## config.mk

```make
export PLATFORM = sky130hd
export DESIGN_NAME = clk_div_multi
export DESIGN_NICKNAME = d
export VERILOG_FILES = /design/src/rtl/clk_div_pkg.sv /design/src/rtl/clk_div_chan.sv /design/src/rtl/clk_div_multi.sv
export SDC_FILE = /design/constraint.sdc
export NUM_CORES = 1
export LEC_CHECK = 0
export CORE_MARGIN = 2
export CORE_UTILIZATION = 45
export DETAILED_ROUTE_END_ITERATION = 8
export HOLD_SLACK_MARGIN = 0.02
export RECOVER_POWER = 50
export SLEW_MARGIN = 20
export SYNTH_ARGS = -nofsm -noshare
export SYNTH_HDL_FRONTEND = slang
export SYNTH_SLANG_ARGS = --single-unit
```

## constraint.sdc

```tcl
create_clock -name clk -period 5.6 [get_ports clk]
set_clock_uncertainty 0.15 [all_clocks]
set_input_delay 0.56 -clock clk [delete_from_list [all_inputs] [get_ports clk]]
set_output_delay 0.56 -clock clk [all_outputs]
set_load 0.02 [all_outputs]
```

## src/rtl/clk_div_pkg.sv

```systemverilog
// Shared types and helpers for the multi-channel clock divider.
// Latency: n/a (declarations only).
// Backpressure: n/a.
package clk_div_pkg;

    localparam int MAX_W = 32;
    typedef logic [MAX_W-1:0] word_t;

    // Smallest legal divisor: one cycle high, one cycle low.
    localparam word_t DIV_MIN = 32'd2;

    typedef struct packed {
        word_t div;
        word_t hi;
    } chan_cfg_t;

    // Width of a channel index; never zero so a single-channel build still has a port.
    function automatic int ch_w(input int n);
        return (n <= 1) ? 1 : $clog2(n);
    endfunction

    function automatic word_t clamp_div(input word_t v);
        return (v < DIV_MIN) ? DIV_MIN : v;
    endfunction

    // High time must leave at least one high and one low cycle in the period.
    function automatic word_t clamp_hi(input word_t h, input word_t n);
        if (h == 32'd0)
            return 32'd1;
        else if (h >= n)
            return n - 32'd1;
        else
            return h;
    endfunction

    function automatic word_t half_up(input word_t n);
        return (n + 32'd1) >> 1;
    endfunction

    function automatic chan_cfg_t reset_cfg(input word_t div);
        chan_cfg_t c;
        c.div = clamp_div(div);
        c.hi  = half_up(c.div);
        return c;
    endfunction

endpackage

```

## src/rtl/clk_div_chan.sv

```systemverilog
// One divider channel: counter, shadow/active divisor and high time, registered outputs.
// Latency: outputs registered, one clk after the controlling input is sampled.
// Backpressure: none; writes land in the shadow and take effect at wrap, enable rise or sync.
module clk_div_chan
    import clk_div_pkg::*;
#(
    parameter int CNT_W       = 16,
    parameter int DEFAULT_DIV = 40
) (
    input  logic             clk,
    input  logic             rst,
    input  logic             en,
    input  logic             sync,
    input  logic             div_wr,
    input  logic [CNT_W-1:0] div_val,
    input  logic             hi_wr,
    input  logic [CNT_W-1:0] hi_val,
    output logic             clk_out,
    output logic             tick
);

    localparam chan_cfg_t        RST_CFG = reset_cfg(word_t'(DEFAULT_DIV));
    localparam logic [CNT_W-1:0] RST_DIV = CNT_W'(RST_CFG.div);
    localparam logic [CNT_W-1:0] RST_HI  = CNT_W'(RST_CFG.hi);

    logic [CNT_W-1:0] cnt;
    logic [CNT_W-1:0] shadow_div, shadow_hi;
    logic [CNT_W-1:0] active_div, active_hi;
    logic             run;

    logic [CNT_W-1:0] sdiv_nxt, shi_nxt, ld_hi;
    logic [CNT_W-1:0] cnt_inc, div_m1;
    logic             wrap, reload;

    // Next shadow values (same-cycle write is visible to a reload) and period-boundary detection.
    always_comb begin
        sdiv_nxt = shadow_div;
        shi_nxt  = shadow_hi;
        if (div_wr)
            sdiv_nxt = CNT_W'(clamp_div(word_t'(div_val)));
        if (hi_wr)
            shi_nxt = hi_val;
        // High time is clamped against the divisor it is applied with, not the one it was written with.
        ld_hi   = CNT_W'(clamp_hi(word_t'(shi_nxt), word_t'(sdiv_nxt)));
        cnt_inc = cnt + CNT_W'(1);
        div_m1  = active_div - CNT_W'(1);
        wrap    = (cnt == div_m1);
        reload  = !run || sync || wrap;
    end

    // Counter, shadow/active registers and registered waveform/tick.
    always_ff @(posedge clk or negedge rst) begin
        if (!rst) begin
            cnt        <= '0;
            shadow_div <= RST_DIV;
            shadow_hi  <= RST_HI;
            active_div <= RST_DIV;
            active_hi  <= RST_HI;
            run        <= 1'b0;
            clk_out    <= 1'b0;
            tick       <= 1'b0;
        end else begin
            shadow_div <= sdiv_nxt;
            shadow_hi  <= shi_nxt;
            run        <= en;
            if (!en) begin
                cnt     <= '0;
                clk_out <= 1'b0;
                tick    <= 1'b0;
            end else if (reload) begin
                cnt        <= '0;
                clk_out    <= 1'b1;
                tick       <= 1'b0;
                active_div <= sdiv_nxt;
                active_hi  <= ld_hi;
            end else begin
                cnt     <= cnt_inc;
                clk_out <= (cnt_inc < active_hi);
                tick    <= (cnt_inc == div_m1);
            end
        end
    end

endmodule

```

## src/rtl/clk_div_multi.sv

```systemverilog
// NCH runtime-programmable clock dividers with per-channel enable, wrap tick and global sync.
// Latency: all outputs registered, one clk after inputs; divisor changes apply at period boundary.
// Backpressure: none; optional duty-cycle programming with CLK_DIV_DUTY_EN.
module clk_div_multi
    import clk_div_pkg::*;
#(
    parameter int NCH         = 4,
    parameter int CNT_W       = 16,
    parameter int DEFAULT_DIV = 40
) (
    input  logic                   clk,
    input  logic                   rst,
    input  logic [NCH-1:0]         en,
    input  logic                   div_wr,
    input  logic [ch_w(NCH)-1:0]   div_ch,
    input  logic [CNT_W-1:0]       div_val,
    input  logic                   sync,
`ifdef CLK_DIV_DUTY_EN
    input  logic                   duty_wr,
    input  logic [CNT_W-1:0]       duty_val,
`endif
    output logic [NCH-1:0]         clk_out,
    output logic [NCH-1:0]         tick
);

    localparam int CH_W = ch_w(NCH);

    logic [NCH-1:0]   div_sel, hi_sel;
    logic [CNT_W-1:0] hi_dat;

    // Decode the channel index into per-channel strobes; indices >= NCH select nothing.
    always_comb begin
        div_sel = '0;
        hi_sel  = '0;
`ifdef CLK_DIV_DUTY_EN
        hi_dat = duty_val;
`else
        // Without duty programming the high time follows the divisor as ceil(N/2).
        hi_dat = CNT_W'(half_up(clamp_div(word_t'(div_val))));
`endif
        for (int i = 0; i < NCH; i++) begin
            if (div_ch == CH_W'(i)) begin
                div_sel[i] = div_wr;
`ifdef CLK_DIV_DUTY_EN
                hi_sel[i]  = duty_wr;
`else
                hi_sel[i]  = div_wr;
`endif
            end
        end
    end

    for (genvar g = 0; g < NCH; g++) begin : g_ch
        clk_div_chan #(
            .CNT_W       (CNT_W),
            .DEFAULT_DIV (DEFAULT_DIV)
        ) u_chan (
            .clk     (clk),
            .rst     (rst),
            .en      (en[g]),
            .sync    (sync),
            .div_wr  (div_sel[g]),
            .div_val (div_val),
            .hi_wr   (hi_sel[g]),
            .hi_val  (hi_dat),
            .clk_out (clk_out[g]),
            .tick    (tick[g])
        );
    end

endmodule

```

==> metrics.yaml <==
floorplan:
  dieHeight_um: 225.7
  die_w_um: 225.7
  dieArea_um2: 50940
  start_util_pct: 45.37
  io_pins: 34
  core-area_um2: 48750
  rows: 81
grt:
  antenna_found_initial: 0
  grt.total_usage_pct: 24.51
  grt-ovfl-total: 0
  grt_pass1_wl_um: 98300
  grt_pass1_vias: 17450
  grt_max_degree: 126
hold_path:
  hold_class: "flip-flop to flip-flop"
  whs_path_depth: 2
  worstHoldStart: "g_ch[0].u_chan.active_hi[14]$_DFFE_PN0P_"
  worstHoldEndpoint: "g_ch[0].u_chan.active_hi[14]$_DFFE_PN0P_"
placed_design:
  port_buffers: 33
  hpwl_um: 45360
  dp_slack_ps: 278.5
  place_area_um2: 23620
  gp_congestion: 0.9138
critical_path:
  critPathArrivalTime_ps: 5420
  rrSetupSlack_ps: 1180
  cp_slowest_cell: "clkbuf_1"
  crit_type: "input port to flip-flop"
  cp_max_fo: 37
  worstPathRequired_ps: 5940
  slowest_delay_ps: 1230
  end_kind: "flip-flop"
  cp-start-kind: "input port"
  timing.rr.start: "g_ch[2].u_chan.active_div[0]$_DFFE_PN0P_"
  r2r_end: "g_ch[2].u_chan.active_div[2]$_DFFE_PN0P_"
  crit_chain: "dlygate4sd3_1 -> nand3b_1 -> clkbuf_1 -> o21ai_0 -> ha_1 -> nand4_1 -> nor4_1 -> a21o_1 -> buf_4 -> nor2_1 -> a211o_1 -> mux2i_1"
  worstRegToRegCells: 11
timing:
  setup_viol: 0
  min_period_over_period_pct: 90.81
  fin_ws_ps: 514.8
  hold_viol: 0
  rsz0062_at_grt: "false"
  fmax_ghz: 0.1966
  tightest_slew_ps: 3075
  drv_slew: 153
  min_period_ps: 5085
  relSlewSlack_pct: -105.0
  setup-tns-final_ps: 0
cells_and_area:
  drive_above_1_share_pct: 10.90
  final_nets: 2609
  syn_to_final_growth_pct: 12.30
  fin_area_um2: 24840
  multi_input_area_um2: 12430
  antennaDiodeCount: 0
  regArea_um2: 8348
  fillers: 4516
  postLayoutCoreUtil_pct: 50.96
status:
  outcome: "complete, but fails checks"
  violations: "capacitance limit, slew limit"
power:
  irDropWorstVdd_mv: 0.2205
  totalPowerFinal_w: 0.008687
  total_leakage_power_nw: 11.45
  powerDensity_nw_per_um2: 349.7
cts:
  clk_pin_slew_ps: 60
  cts_buffers: 39
  cts_tree: "built"
  clkLatencyLatePin_ps: 560
  cts_buffer_depth: 3
  cts_setup_buffers: 0
  cts_hold_buf: 1
  cts-root-buf: "clkbuf_16"
  post_cts_resize_count: 0
  cts_sinks: 332
  htreeDepth: 2
routing:
  antenna_left: 0
  drt_iter0_drc: 1189
  drt_wl_total_um: 60780
  first_pass_iters: 5
  avgViaCountPerCell: 5.554
  vias: 17450
  drc: 0
  wire_per_inst_um: 19.35
yosys:
  synth_area_leaders: "dfrtp_1 (34%), ha_1 (7.7%), xnor2_1 (7.4%), mux2i_1 (5.2%), dfstp_2 (3.8%)"
  synth.distinct_cells: 85
  synth_fa_ha_area_share_pct: 7.693
  synth-simple-area-share_pct: 17.16
  synth_top_cell_area_share_pct: 33.94
  synth.most_common_cell: "dfrtp_1"
  avgSynthCellArea_um2: 9.243
  async_flop_share_pct: 100.0
  synth_mux_area_share_pct: 8.627
  synth-xor-area-share_pct: 11.14
  synth_compound_area_share_pct: 11.49
  synth_edf_count: 0
  synth_common_cells: "dfrtp_1 (300), inv_1 (208), xnor2_1 (188)"
  synth_warnings: 0
  synth-seq-cells: 332
  ys_seq_area_share_pct: 37.74
  synth_top_family_by_area: "simple AND/OR/NAND/NOR gates"
  syn-instance-count: 2393
  synth.net_count: 2555
  yosysTopAreaCell: "dfrtp_1"
  yosys_most_used_dff: "dfrtp_1"
  netlist_area_um2: 22120
flow_run:
  cap_violations: 2
-- registers in the layout, summed over array words and instances (netlist names) --
register,cells
g_ch.u_chan.shadow_div,64
g_ch.u_chan.tick,4
g_ch.u_chan.run,4
g_ch.u_chan.active_div,64
g_ch.u_chan.cnt,64
g_ch.u_chan.shadow_hi,64
g_ch.u_chan.active_hi,64
g_ch.u_chan.clk_out,4
-- power breakdown --
| part | switching, W | internal [W] |
|---|---|---|
| Sequential | 0.000369 | 0.00288 |
| Combinational | 0.00156 | 0.00127 |
| Clock | 0.00104 | 0.00156 |
| Total | 0.00297 | 0.00572 |
-- metal layers --
layer  up-vias  part of all wire, %  global-route usage, %
li1       8455                    -                      -
met1      8474                   47                  33.76
met2       393                   46                  39.98
met3       123                  3.7                  3.253
met4         0                  3.3                  7.733
met5         -                    0                      0
-- cells by family (layout without fill, tap and decap cells) --
kind of cell,after synthesis,count (layout)
adders and majority gates,136,136
AOI/OAI and AO/OA,387,387
muxes,179,179
buffers and inverters,337,421
xor gates and xnor gates,275,275
DFF,332,332
and+or+nand+nor,747,747
-- area by class of cell --
class	count	share of cell area, %
clock buffer	63	4.705
clock inverter	8	0.4634
inverter	208	3.143
multi-input combinational	1724	50.04
sequential	332	33.61
tap	664	3.345
timing repair buffer	142	4.700
-- per-stage QoR --
| step | hold slack [ps] | std cells |
|---|---|---|
| floorplan | 114.4 | 2393 |
| global placement | 315.0 | 3069 |
| detailed placement | 320.0 | 3069 |
| CTS | 333.0 | 3141 |
| global route | 343.0 | 3141 |
| finish | 326.0 | 3141 |
-- worst max path at each step --
| stage | start | endpoint | slack (ps) | depth (start not counted) |
|---|---|---|---|---|
| after floorplan | div_val[12] | g_ch[0].u_chan.active_hi[10]$_DFFE_PN0P_ | 280 | 21 |
| final | div_ch[0] | g_ch[2].u_chan.active_hi[15]$_DFFE_PN0P_ | 510 | 12 |
| after global routing | div_wr | g_ch[1].u_chan.active_hi[13]$_DFFE_PN0P_ | 230 | 13 |
| after detailed placement | div_val[12] | g_ch[2].u_chan.active_hi[13]$_DFFE_PN0P_ | 280 | 20 |
| after global placement | div_val[12] | g_ch[1].u_chan.active_hi[15]$_DFFE_PN0P_ | 360 | 19 |
| after CTS | div_val[12] | g_ch[2].u_chan.active_hi[15]$_DFFE_PN0P_ | 880 | 20 |
-- critical path, delay by kind of cell --
| family | cells | cell delay, ps |
|---|---|---|
| and+or+nand+nor | 4 | 600 |
| AOI/OAI and AO/OA | 3 | 1410 |
| buffers and inverters | 3 | 2230 |
| muxes | 1 | 130 |
| adders and majority gates | 1 | 450 |
-- layout by cell type, fill, tap and decap left out, types with 35 or more instances in the layout --
master | Yosys | routed
nor4_1 | 41 | 41
nor3_1 | 49 | 48
xnor2_1 | 188 | 188
xor2_1 | 83 | 83
nor2_1 | 174 | 173
clkbuf_16 | 0 | 41
nand4_1 | 35 | 35
dfrtp_1 | 300 | 300
nand2_1 | 182 | 182
nand3_1 | 82 | 82
buf_4 | 11 | 91
mux2_2 | 52 | 51
mux2i_1 | 116 | 116
o21ai_0 | 143 | 143
inv_1 | 208 | 208
a21oi_1 | 48 | 48
ha_1 | 136 | 136
Note: power is estimated with default switching activity, not from simulation.
